### config.mk
export PLATFORM = sky130hd
export DESIGN_NAME = regfile_write_arbiter
export DESIGN_NICKNAME = d
export VERILOG_FILES = /design/src/rtl/regfile_write_arbiter.sv
export SDC_FILE = /design/constraint.sdc
export NUM_CORES = 1
export LEC_CHECK = 0
export CAP_MARGIN = 25
export CORE_MARGIN = 5
export CORE_UTILIZATION = 45
export CTS_CLUSTER_DIAMETER = 150
export DETAILED_ROUTE_END_ITERATION = 12
export PLACE_DENSITY = 0.92
export SETUP_SLACK_MARGIN = 0.3
export SLEW_MARGIN = 10
export SYNTH_ARGS = -nofsm -noshare
export SYNTH_HDL_FRONTEND = slang
export SYNTH_SLANG_ARGS = --single-unit
### constraint.sdc
create_clock -name clock -period 2.9 [get_ports clock]
set_input_delay 0.725 -clock clock [delete_from_list [all_inputs] [get_ports clock]]
set_output_delay 0.725 -clock clock [all_outputs]
set_load 0.01 [all_outputs]
### src/rtl/regfile_write_arbiter.sv
// Register-file write-port arbiter: grants one ALU or load writeback per two cycles
// and keeps a destination-register busy scoreboard for the issue stage.
module regfile_write_arbiter #(
   parameter int DATA_W     = 32,
   parameter int STARVE_MAX = 3
) (
   input  logic              clock,
   input  logic              reset,
   input  logic              alu_valid,
   input  logic [3:0]        alu_rd,
   input  logic [DATA_W-1:0] alu_data,
   output logic              alu_ready,
   input  logic              mem_valid,
   input  logic [3:0]        mem_rd,
   input  logic [DATA_W-1:0] mem_data,
   output logic              mem_ready,
   input  logic              issue_valid,
   input  logic [3:0]        issue_rd,
   output logic              issue_ready,
   input  logic [3:0]        q_ra,
   input  logic [3:0]        q_rb,
   output logic              busy_a,
   output logic              busy_b,
   output logic [3:0]        RW,
   output logic [DATA_W-1:0] BusW,
   output logic              EnW
);

   typedef enum logic {IDLE, WRITE} state_t;

   state_t            state;
   logic [3:0]        starve_cnt;
   logic [15:0]       busy;
   logic              starved;
   logic              can_grant;
   logic              grant;
   logic [3:0]        win_rd;
   logic [DATA_W-1:0] win_data;
   logic [15:0]       busy_set;
   logic [15:0]       busy_clr;

   assign starved   = (starve_cnt == 4'(STARVE_MAX));
   assign can_grant = (state == IDLE) && !reset;

   // Loads win by default; a starved ALU takes the slot only while it is requesting.
   assign alu_ready   = can_grant && alu_valid && (!mem_valid || starved);
   assign mem_ready   = can_grant && mem_valid && !(alu_valid && starved);
   assign issue_ready = !reset && ((issue_rd == 4'd0) || !busy[issue_rd]);

   assign busy_a = busy[q_ra];
   assign busy_b = busy[q_rb];

   // NOTE: every signal written in always_comb gets a default first, so no latch is inferred.
   always_comb begin
      win_rd   = mem_rd;
      win_data = mem_data;
      if (alu_ready) begin
         win_rd   = alu_rd;
         win_data = alu_data;
      end
      grant    = alu_ready || mem_ready;
      busy_clr = '0;
      busy_set = '0;
      if (grant && (win_rd != 4'd0))
         busy_clr = 16'(1) << win_rd;
      if (issue_valid && issue_ready && (issue_rd != 4'd0))
         busy_set = 16'(1) << issue_rd;
   end

   // NOTE: sequential state uses non-blocking assignments only; the async reset also
   // clears the registered write-port outputs so a write in flight is cancelled at once.
   always_ff @(posedge clock or posedge reset) begin
      if (reset) begin
         state      <= IDLE;
         starve_cnt <= '0;
         busy       <= '0;
         EnW        <= 1'b0;
         RW         <= '0;
         BusW       <= '0;
      end else begin
         busy <= ((busy & ~busy_clr) | busy_set) & 16'hFFFE;

         if (!alu_valid || alu_ready)
            starve_cnt <= '0;
         else if (mem_ready && !starved)
            starve_cnt <= starve_cnt + 4'd1;

         case (state)
            IDLE: begin
               EnW <= 1'b0;
               if (grant) begin
                  state <= WRITE;
                  // rd==0 is consumed but never written
                  if (win_rd != 4'd0) begin
                     EnW  <= 1'b1;
                     RW   <= win_rd;
                     BusW <= win_data;
                  end
               end
            end
            WRITE: begin
               state <= IDLE;
               EnW   <= 1'b0;
            end
            default: begin
               state <= IDLE;
               EnW   <= 1'b0;
            end
         endcase
      end
   end

endmodule

==> metrics.txt, run 1 <==
Root Driver=clkbuf_8; vias in the first global route=3335; Max Fanout on Critical Path=4; DRC=0; Max Root-Sink Buffers=2; Synth Area in Adders=0.365%; worst-skew pair later-pin latency=0.33 ns; CTS H-tree lvls=3; Place WS=-0.670 ns; CP Launch Type=input port; Pwr Total=2.82 mW; post-synthesis cell count=288; grt total ovfl=0; post-synthesis simple-gate area fraction=12.3%; Wirelength per Cell=18.3 µm; CP max stage cell=mux4_2; crit path cell chain=buf_8 > mux4_2 > mux4_2 > buf_6; Worst Tran Pin Value=0.565 ns; Final HPWL DP=7750 µm; Routed Antenna Nets=0; required time of the critical path=2.17 ns; Layout Nets=541; starting density of the core=46.7%; crit share post-route=92.4%; Seq/Total Area, Yosys=41.6%; I/O pin count=131; Layout area overhead=55.6%; Final WS setup=0.221 ns; Vias=3056; MaxCap Viol Count=0; register bit total from synthesis=57; FMAX=373 MHz; Placement Cell Area=5060 µm²; layout cells sized above 1=27.0%; Port Buffers=130; crit path time final=2.68 ns; die boundary height=97.3 µm; Reg2Reg Setup Slack=0.47 ns; fill count=512; Placed Instances=535; # diodes=0; Setup TNS Final=0 ns; Final Core Density=72.7%; post-route insts no fill=555; Clk pin slew, worst setup/hold paths=0.07 ns; Leak=2.26 nW; Async SR Flop Fraction=100%; EDFF count, synth=0; max-slew violation count=0; drt total wl=10200 µm; Sink Count=57; ys flop type=dfrtp_1; crit end category=output pin; Pwr Density=530 nW/µm²; peak supply drop=0.000297 V; via/cell ratio=5.51; RSZ-0062 raised after global routing=true; first-pass GRT wire length=16700 µm; CP peak stage delay=0.50 ns; row cnt=31; Avg Inst Size Synth=11.9 µm²; die area=9460 µm²; pin count of the biggest net entering global routing=36; Data arrival, critical path=1.95 ns; Final Wtd Congestion=0.924; total CTS buffers=9; worst hold margin=0.495 ns; Min-Delay Path Class=reg2reg; Post-Synth XOR/XNOR Area=0%; Hold Vio Cnt, Final=0; multiplexer share of the synthesized area=33.2%; fin area=5330 µm²; Compound-Gate Fraction of Synth Area=9.06%; CTS tree=built; # setup viols final=0; Core Region=7330 µm²; die width=97.3 µm; Synth Cell Area=3430 µm²; all-layer global routing usage=21.7%; Yosys cell types=52; Ys Warns=0; antenna violations before repair=0; largest family of logic cells by synthesized area=multiplexers; kind of critical path=in2out; Worst Skew=0.00724 ns; status=finished clean; cell repeated most along the worst path=mux4_2; syn_nets=378; First-pass DRT Iterations=4; slew margin rel.=62.3%; 1st-iter DRT viols=143
sequential cells by signal, indices dropped and copies added, names as in the netlist:
register	cells
starve_cnt	4
busy	15
BusW	32
EnW	1
state	1
RW	4
report_power, final:
group / switching [mW] / internal, mW / total [mW]
Clock: 0.316 / 0.440 / 0.756
Combinational: 0.365 / 0.604 / 0.970
Sequential: 0.131 / 0.966 / 1.10
Total: 0.812 / 2.01 / 2.82
worst paths after layout:
path	start	end	depth (start not counted)
min in group asynchronous	reset	state	3
max reg2reg	starve_cnt[0]	BusW[13]	8
min reg2reg	BusW[15]	BusW[15]	1
max in group asynchronous	reset	BusW[29]	4
max	q_ra[0]	busy_a	4
min	BusW[15]	BusW[15]	1
final cells by class:
| type | instances | area [µm²] | area share [%] |
|---|---|---|---|
| clock buffers | 11 | 151 | 2.84 |
| clock inverters | 5 | 53.8 | 1.01 |
| inverters | 10 | 37.5 | 0.704 |
| multi-input cells | 207 | 1930 | 36.1 |
| flip-flops and latches | 57 | 1430 | 26.8 |
| well taps | 99 | 124 | 2.32 |
| repair buffers | 166 | 1610 | 30.2 |
critical path: cells and delay by family:
kind,cells,cell delay [ns]
buf+inv,2,0.23
mux,2,1.00
cells by family after synthesis:
family	after synthesis
DFF	57
muxes	91
buffers and inverters	24
and+or+nand+nor	70
AOI/OAI and AO/OA	45
adders and majority gates	1
Yosys cell counts, drive strengths merged, types with 2 or more instances:
master | n | share of area [%]
mux2 | 72 | 24
dfrtp | 57 | 42
o21ai | 17 | 2.6
nor2 | 14 | 2.0
nand2 | 12 | 1.3
mux4 | 11 | 7.2
inv | 10 | 1.1
nand3 | 9 | 1.5
clkbuf | 8 | 0.88
mux2i | 8 | 2.3
buf | 6 | 1.4
nor2b | 6 | 1.1
nor3b | 6 | 1.6
a21oi | 4 | 0.58
a22oi | 4 | 0.88
a32o | 3 | 0.91
a32oi | 3 | 0.77
and2 | 3 | 0.55
a211o | 2 | 0.51
a31oi | 2 | 0.37
and3b | 2 | 0.51
nand3b | 2 | 0.44
nand4 | 2 | 0.37
nand4b | 2 | 0.51
nor3 | 2 | 0.29
nor4 | 2 | 0.37
o31ai | 2 | 0.44
or3 | 2 | 0.37
repair_timing:
| item | 4_1_cts | 5_1_grt |
|---|---|---|
| cloned | 0 | 0 |
| pin swaps | 1 | 2 |
| endpoints found under the setup margin | 6 | 7 |
| hold buffers | 0 | 0 |
| buffers inserted | 2 | 2 |
| gates resized for setup | 45 | 17 |
layer usage:
layer | up-vias | GRT usage [%] | wire length (µm)
met5 | - | 0 | 0
met4 | 0 | 7.35 | 204
met3 | 17 | 7.25 | 854
met2 | 137 | 37.0 | 5300
met1 | 1489 | 25.6 | 3800
li1 | 1413 | - | -
cell usage in the layout (no fill, tap or decap), drive strengths merged, types with 2 or more instances in the layout:
cell           instances
a32o                   3
o31ai                  2
and2                   3
inv                   10
mux4                  11
nor3                   2
nor2                  14
o21ai                 17
buf                   42
a21oi                  4
a32oi                  3
a211o                  2
mux2                  72
nor4                   2
and3b                  2
clkbuf                14
clkinv                 4
nor3b                  6
nand3                  9
a22oi                  4
or3                    2
nor2b                  6
clkdlybuf4s15          2
nand3b                 2
nand4                  2
nand2                 12
a31oi                  2
clkdlybuf4s50        117
dfrtp                 57
mux2i                  8
nand4b                 2
No activity file was read; power rests on OpenSTA's default activity.
==> inputs of run 2 (changes only) <==
- RECOVER_POWER: default -> 25
- clock period: 2.9 -> 2.91 ns (I/O delays scaled with it)
==> run 2 against run 1 <==
  * Critical path depth grew 1
  * Combinational power shrank 2%
  * Power grew 2.3%
  * Routed wire length shrank 3.8%
  * Register-to-register slack gained 0.12 ns
  * Largest cell class unchanged
  * Setup slack gained 0.017 ns
  * First-iteration DRC count shrank 10%
==> metrics.txt, run 2 (synthesized netlist as in run 1, its figures left out) <==
Layout Nets=538; CP Launch Type=input port; Routed Antenna Nets=0; Placed Instances=535; top flop regs=BusW x32, busy x15; CTS tree=built; CTS H-tree lvls=3; peak supply drop=0.000316 V; Final Wtd Congestion=0.923; die area=9460 µm²; grt total ovfl=0; First-pass DRT Iterations=4; drt total wl=9780 µm; status=finished clean; Wirelength per Cell=17.7 µm; Clk pin slew, worst setup/hold paths=0.06 ns; DRC=0; Max Fanout on Critical Path=2; Top delay family on crit path=buffers and inverters; Port Buffers=130; hold path start=BusW[15]; MaxCap Viol Count=0; worst-skew pair later-pin latency=0.32 ns; kind of critical path=in2out; depth of the most critical reg-to-reg path=7; Leak=2.24 nW; all-layer global routing usage=21.0%; Max Root-Sink Buffers=2; max-slew violation count=0; crit path cell chain=dlygate4sd3_1 > buf_4 > a21oi_2 > and2_1 > clkdlybuf4s15_1; hold depth=1; antenna violations before repair=0; CP peak stage delay=0.56 ns; Final HPWL DP=7520 µm; Final Core Density=72.4%; Crit path depth=5; die boundary height=97.3 µm; Core Region=7330 µm²; Layout area overhead=54.9%; Hold Vio Cnt, Final=0; die width=97.3 µm; Pwr Total=2.89 mW; post-route insts no fill=552; starting density of the core=46.7%; worst path bufs/invs=3; Root Driver=clkbuf_8; Hold EP=BusW[15]; leading cell type in the layout, fill and taps excluded=clkdlybuf4s50_1; # diodes=0; capturing point of the worst reg2reg path=BusW[1]; Place WS=-0.666 ns; pin count of the biggest net entering global routing=36; Biggest register=BusW; I/O pin count=131; Placement Cell Area=5060 µm²; crit share post-route=91.8%; CP max stage cell=dlygate4sd3_1; required time of the critical path=2.18 ns; slew margin rel.=41.6%; cts hold-fix bufs=0; FMAX=374 MHz; Min-Delay Path Class=reg2reg; most frequent cells in the layout=clkdlybuf4s50_1 (116), dfrtp_1 (57), mux2_1 (36), mux2_2 (34), buf_4 (27); Final WS setup=0.238 ns; Worst Skew=0.00762 ns; crit end category=output pin; Pwr Density=544 nW/µm²; fin area=5310 µm²; Data arrival, critical path=1.94 ns; row cnt=31; crit path time final=2.67 ns; 1st-iter DRT viols=128; via/cell ratio=5.48; RSZ-0062 raised after global routing=true; Worst Tran Pin Value=0.876 ns; Sink Count=57; layout cells sized above 1=25.8%; worst hold margin=0.488 ns; # setup viols final=0; first-pass GRT wire length=16200 µm; vias in the first global route=3273; Vias=3026; max reg flops=32; total CTS buffers=9; Setup TNS Final=0 ns; Reg2Reg Setup Slack=0.59 ns; worst r2r src=starve_cnt[0]
run 2: where the power goes:
part           internal (mW)  switching, mW  total, mW
combinational          0.596          0.358      0.955
sequential             0.962          0.128       1.09
clock                  0.526          0.316      0.842
total                   2.08          0.803       2.89
run 2: routing by layer:
metal / vias to the layer above / global-route usage (%) / wire length [µm]
li1: 1411 / - / -
met2: 122 / 36.1 / 5050
met5: - / 0 / 0
met4: 0 / 8.84 / 236
met1: 1473 / 24.4 / 3740
met3: 20 / 6.32 / 749
run 2: layout make-up:
type	instances	area, µm²
Fill cell	493	2030
Multi-Input combinational cell	207	1920
Timing Repair Buffer	163	1570
Sequential cell	57	1430
Clock buffer	11	151
Tap cell	99	124
Clock inverter	5	77.6
Inverter	10	37.5
run 2: how the worst max path moves through the flow:
stage	start	endpoint
after floorplan	issue_rd[0]	issue_ready
after global placement	q_rb[0]	busy_b
after detailed placement	q_ra[0]	busy_a
after CTS	q_ra[1]	busy_a
after global routing	reset	BusW[21]
final	alu_valid	mem_ready
run 2: timing repair:
| item | in CTS | in global routing |
|---|---|---|
| resized for setup | 44 | 16 |
| setup endpoints to repair | 5 | 25 |
| pin swaps | 1 | 0 |
| setup buffers | 1 | 0 |
==> inputs of run 3 (changes only) <==
- ABC_AREA: default -> 1
- PLACE_DENSITY: 0.92 -> 0.91
==> run 3 against run 2 <==
  * First-iteration DRC count increased by 9.4%
  * Setup slack better by 0.099 ns
  * Via count grew 31%
  * Routed wire length is 12% higher
  * Cell count is 41% higher
  * Sequential power grew 4%
  * Combinational power decreased by 2%
  * Die area rose by 1.3%
  * Worst hold slack got worse by 0.0096 ns
  * Cell area shrank 1.4%
  * Highest routed layer unchanged
  * Utilization is 3.6 points lower
==> metrics.txt, run 3 <==
post-synthesis cell count=524; Vias=3972; status=finished clean; via/cell ratio=5.10; worst hold margin=0.478 ns; kind of critical path=in2out; register bit total from synthesis=57; RSZ-0062 raised after global routing=true; Biggest register=BusW; Worst Tran Pin Value=1.39 ns; Routed Antenna Nets=0; first-pass GRT wire length=18700 µm; post-synth top area share=41.1%; vias in the first global route=4092; all-layer global routing usage=23.7%; capturing point of the worst reg2reg path=RW[0]; EDFF count, synth=0; Max Root-Sink Buffers=2; Seq/Total Area, Yosys=41.1%; crit path time final=2.57 ns; depth of the most critical reg-to-reg path=12; Data arrival, critical path=1.85 ns; row cnt=32; CTS tree=built; Hold Vio Cnt, Final=0; Commonest cells post-synth=nand2_1 (272), dfrtp_1 (57), nor2_1 (38); Avg Inst Size Synth=6.63 µm²; grt total ovfl=0; Setup TNS Final=0 ns; Clk pin slew, worst setup/hold paths=0.06 ns; # diodes=0; Highest Signal Layer=met4; syn_nets=614; Wirelength per Cell=14.1 µm; Worst Skew=0.00726 ns; Sink Count=57; Root Driver=clkbuf_8; met3 WL=1120 µm; drt total wl=11000 µm; Min-Delay Path Class=reg2reg; Compound-Gate Fraction of Synth Area=7.74%; slew margin rel.=7.04%; DRC=0; max reg flops=32; die boundary height=97.9 µm; 1st-iter DRT viols=140; starting density of the core=45.7%; pin count of the biggest net entering global routing=58; CP Launch Type=input port; hold path start=BusW[17]; total CTS buffers=9; ys flop type=dfrtp_1; Final HPWL DP=8280 µm; top flop regs=BusW x32, busy x15; post-synthesis simple-gate area fraction=43.1%; worst-skew pair later-pin latency=0.33 ns; Layout area overhead=50.5%; Core Region=7610 µm²; peak supply drop=0.000271 V; layout cells sized above 1=11.2%; Port Buffers=130; First-pass DRT Iterations=5; max-slew violation count=0; worst r2r src=starve_cnt[1]; Metal-1 WL=3970 µm; I/O pin count=131; antenna violations before repair=0; Reg2Reg Setup Slack=0.69 ns; top post-synthesis cells by area=dfrtp_1 (41%), nand2_1 (29%), nor2_1 (4.1%); most frequent cells in the layout=nand2_1 (271), clkdlybuf4s50_1 (115), dfrtp_1 (57), nor2_1 (36), buf_4 (24); Post-Synth XOR/XNOR Area=0.504%; die area=9580 µm²; Async SR Flop Fraction=100%; Final Wtd Congestion=0.939; post-synth top area cell=dfrtp_1; wire length on met2=5590 µm; Ys Warns=0; crit end category=output pin; Max Fanout on Critical Path=7; die width=97.9 µm; FMAX=389 MHz; required time of the critical path=2.18 ns; Pwr Total=2.82 mW; most numerous cell in the Yosys netlist=nand2_1; # setup viols final=0; Synth Cell Area=3470 µm²; Hold EP=BusW[17]; MaxCap Viol Count=0; Leak=2.66 nW; largest family of logic cells by synthesized area=simple AND/OR/NAND/NOR gates; leading cell type in the layout, fill and taps excluded=nand2_1; hold depth=2; multiplexer share of the synthesized area=0%; crit share post-route=88.4%; Yosys cell types=33; Layout Nets=763; CTS H-tree lvls=3; Pwr Density=538 nW/µm²; Synth Area in Adders=0.360%
-- run 3: cell types whose count changed in the layout (fill, tap and decap cells not counted), moves of 6 or more --
cell and change:
inv_2 +6, nand4_1 +15, nor2_1 +23, mux2_2 -34, nor3_1 +8, nand2_1 +259
nor2b_1 -6, o21ai_0 +15, inv_1 +15, mux2i_1 -8, mux4_2 -11, mux2_1 -36
-- run 3: where the power goes --
part	leakage (nW)	switching, mW	internal [mW]
logic	1.85	0.457	0.481
clock network	0.0957	0.312	0.438
registers	0.713	0.157	0.970
-- run 3: cell type report --
class / count / area [µm²]
well taps: 102 / 128
flip-flops and latches: 57 / 1430
clock buffers: 13 / 159
clock inverters: 2 / 37.5
repair buffers: 161 / 1540
multi-input cells: 412 / 1810
inverters: 32 / 128
fillers: 600 / 2380
-- run 3: worst max-delay path by stage --
stage                      startpoint     endpoint  slack (ns)
after floorplan                 reset    alu_ready        0.36
after detailed placement      q_rb[0]       busy_b       -0.44
after CTS                     q_ra[0]       busy_a        0.30
final                         q_ra[0]       busy_a        0.34
after global routing          q_ra[0]       busy_a        0.22
after global placement    issue_rd[0]  issue_ready       -0.32
-- run 3: worst max-delay path, cell delays in order --
cell and delay [ns]:
dlygate4sd2_1 0.26, inv_2 0.12, nand2_1 0.05, a21boi_1 0.13
o221ai_1 0.16, o211ai_1 0.11, nand2_1 0.07, clkdlybuf4s15_1 0.23
-- run 3: layer usage --
layer	global-route usage (%)	vias up
met5	0	-
met4	10.4	0
met2	40.9	200
li1	-	1952
met1	26.2	1785
met3	8.57	35
-- run 3: cells by family after synthesis --
family,Yosys count
flops,57
simple gates,363
compound gates,46
buf+inv,55
xor+xnor,2
fa+ha+maj,1
-- run 3: what timing repair did --
action	CTS	global route
resized for setup	44	10
endpoints found under the setup margin	47	41
pin swaps	4	3
setup buffers	1	1
hold buffers	0	0
-- run 3: stage by stage --
stage               setup slack [ns]  cell area [µm²]  instances  utilization (%)
floorplan                      0.361             3480        524                -
global placement              -0.318             5010        761             65.9
detailed placement            -0.442             5010        761             65.9
CTS                            0.300             5220        777             68.6
global route                   0.217             5230        779             68.7
finish                         0.337             5230        779             68.7
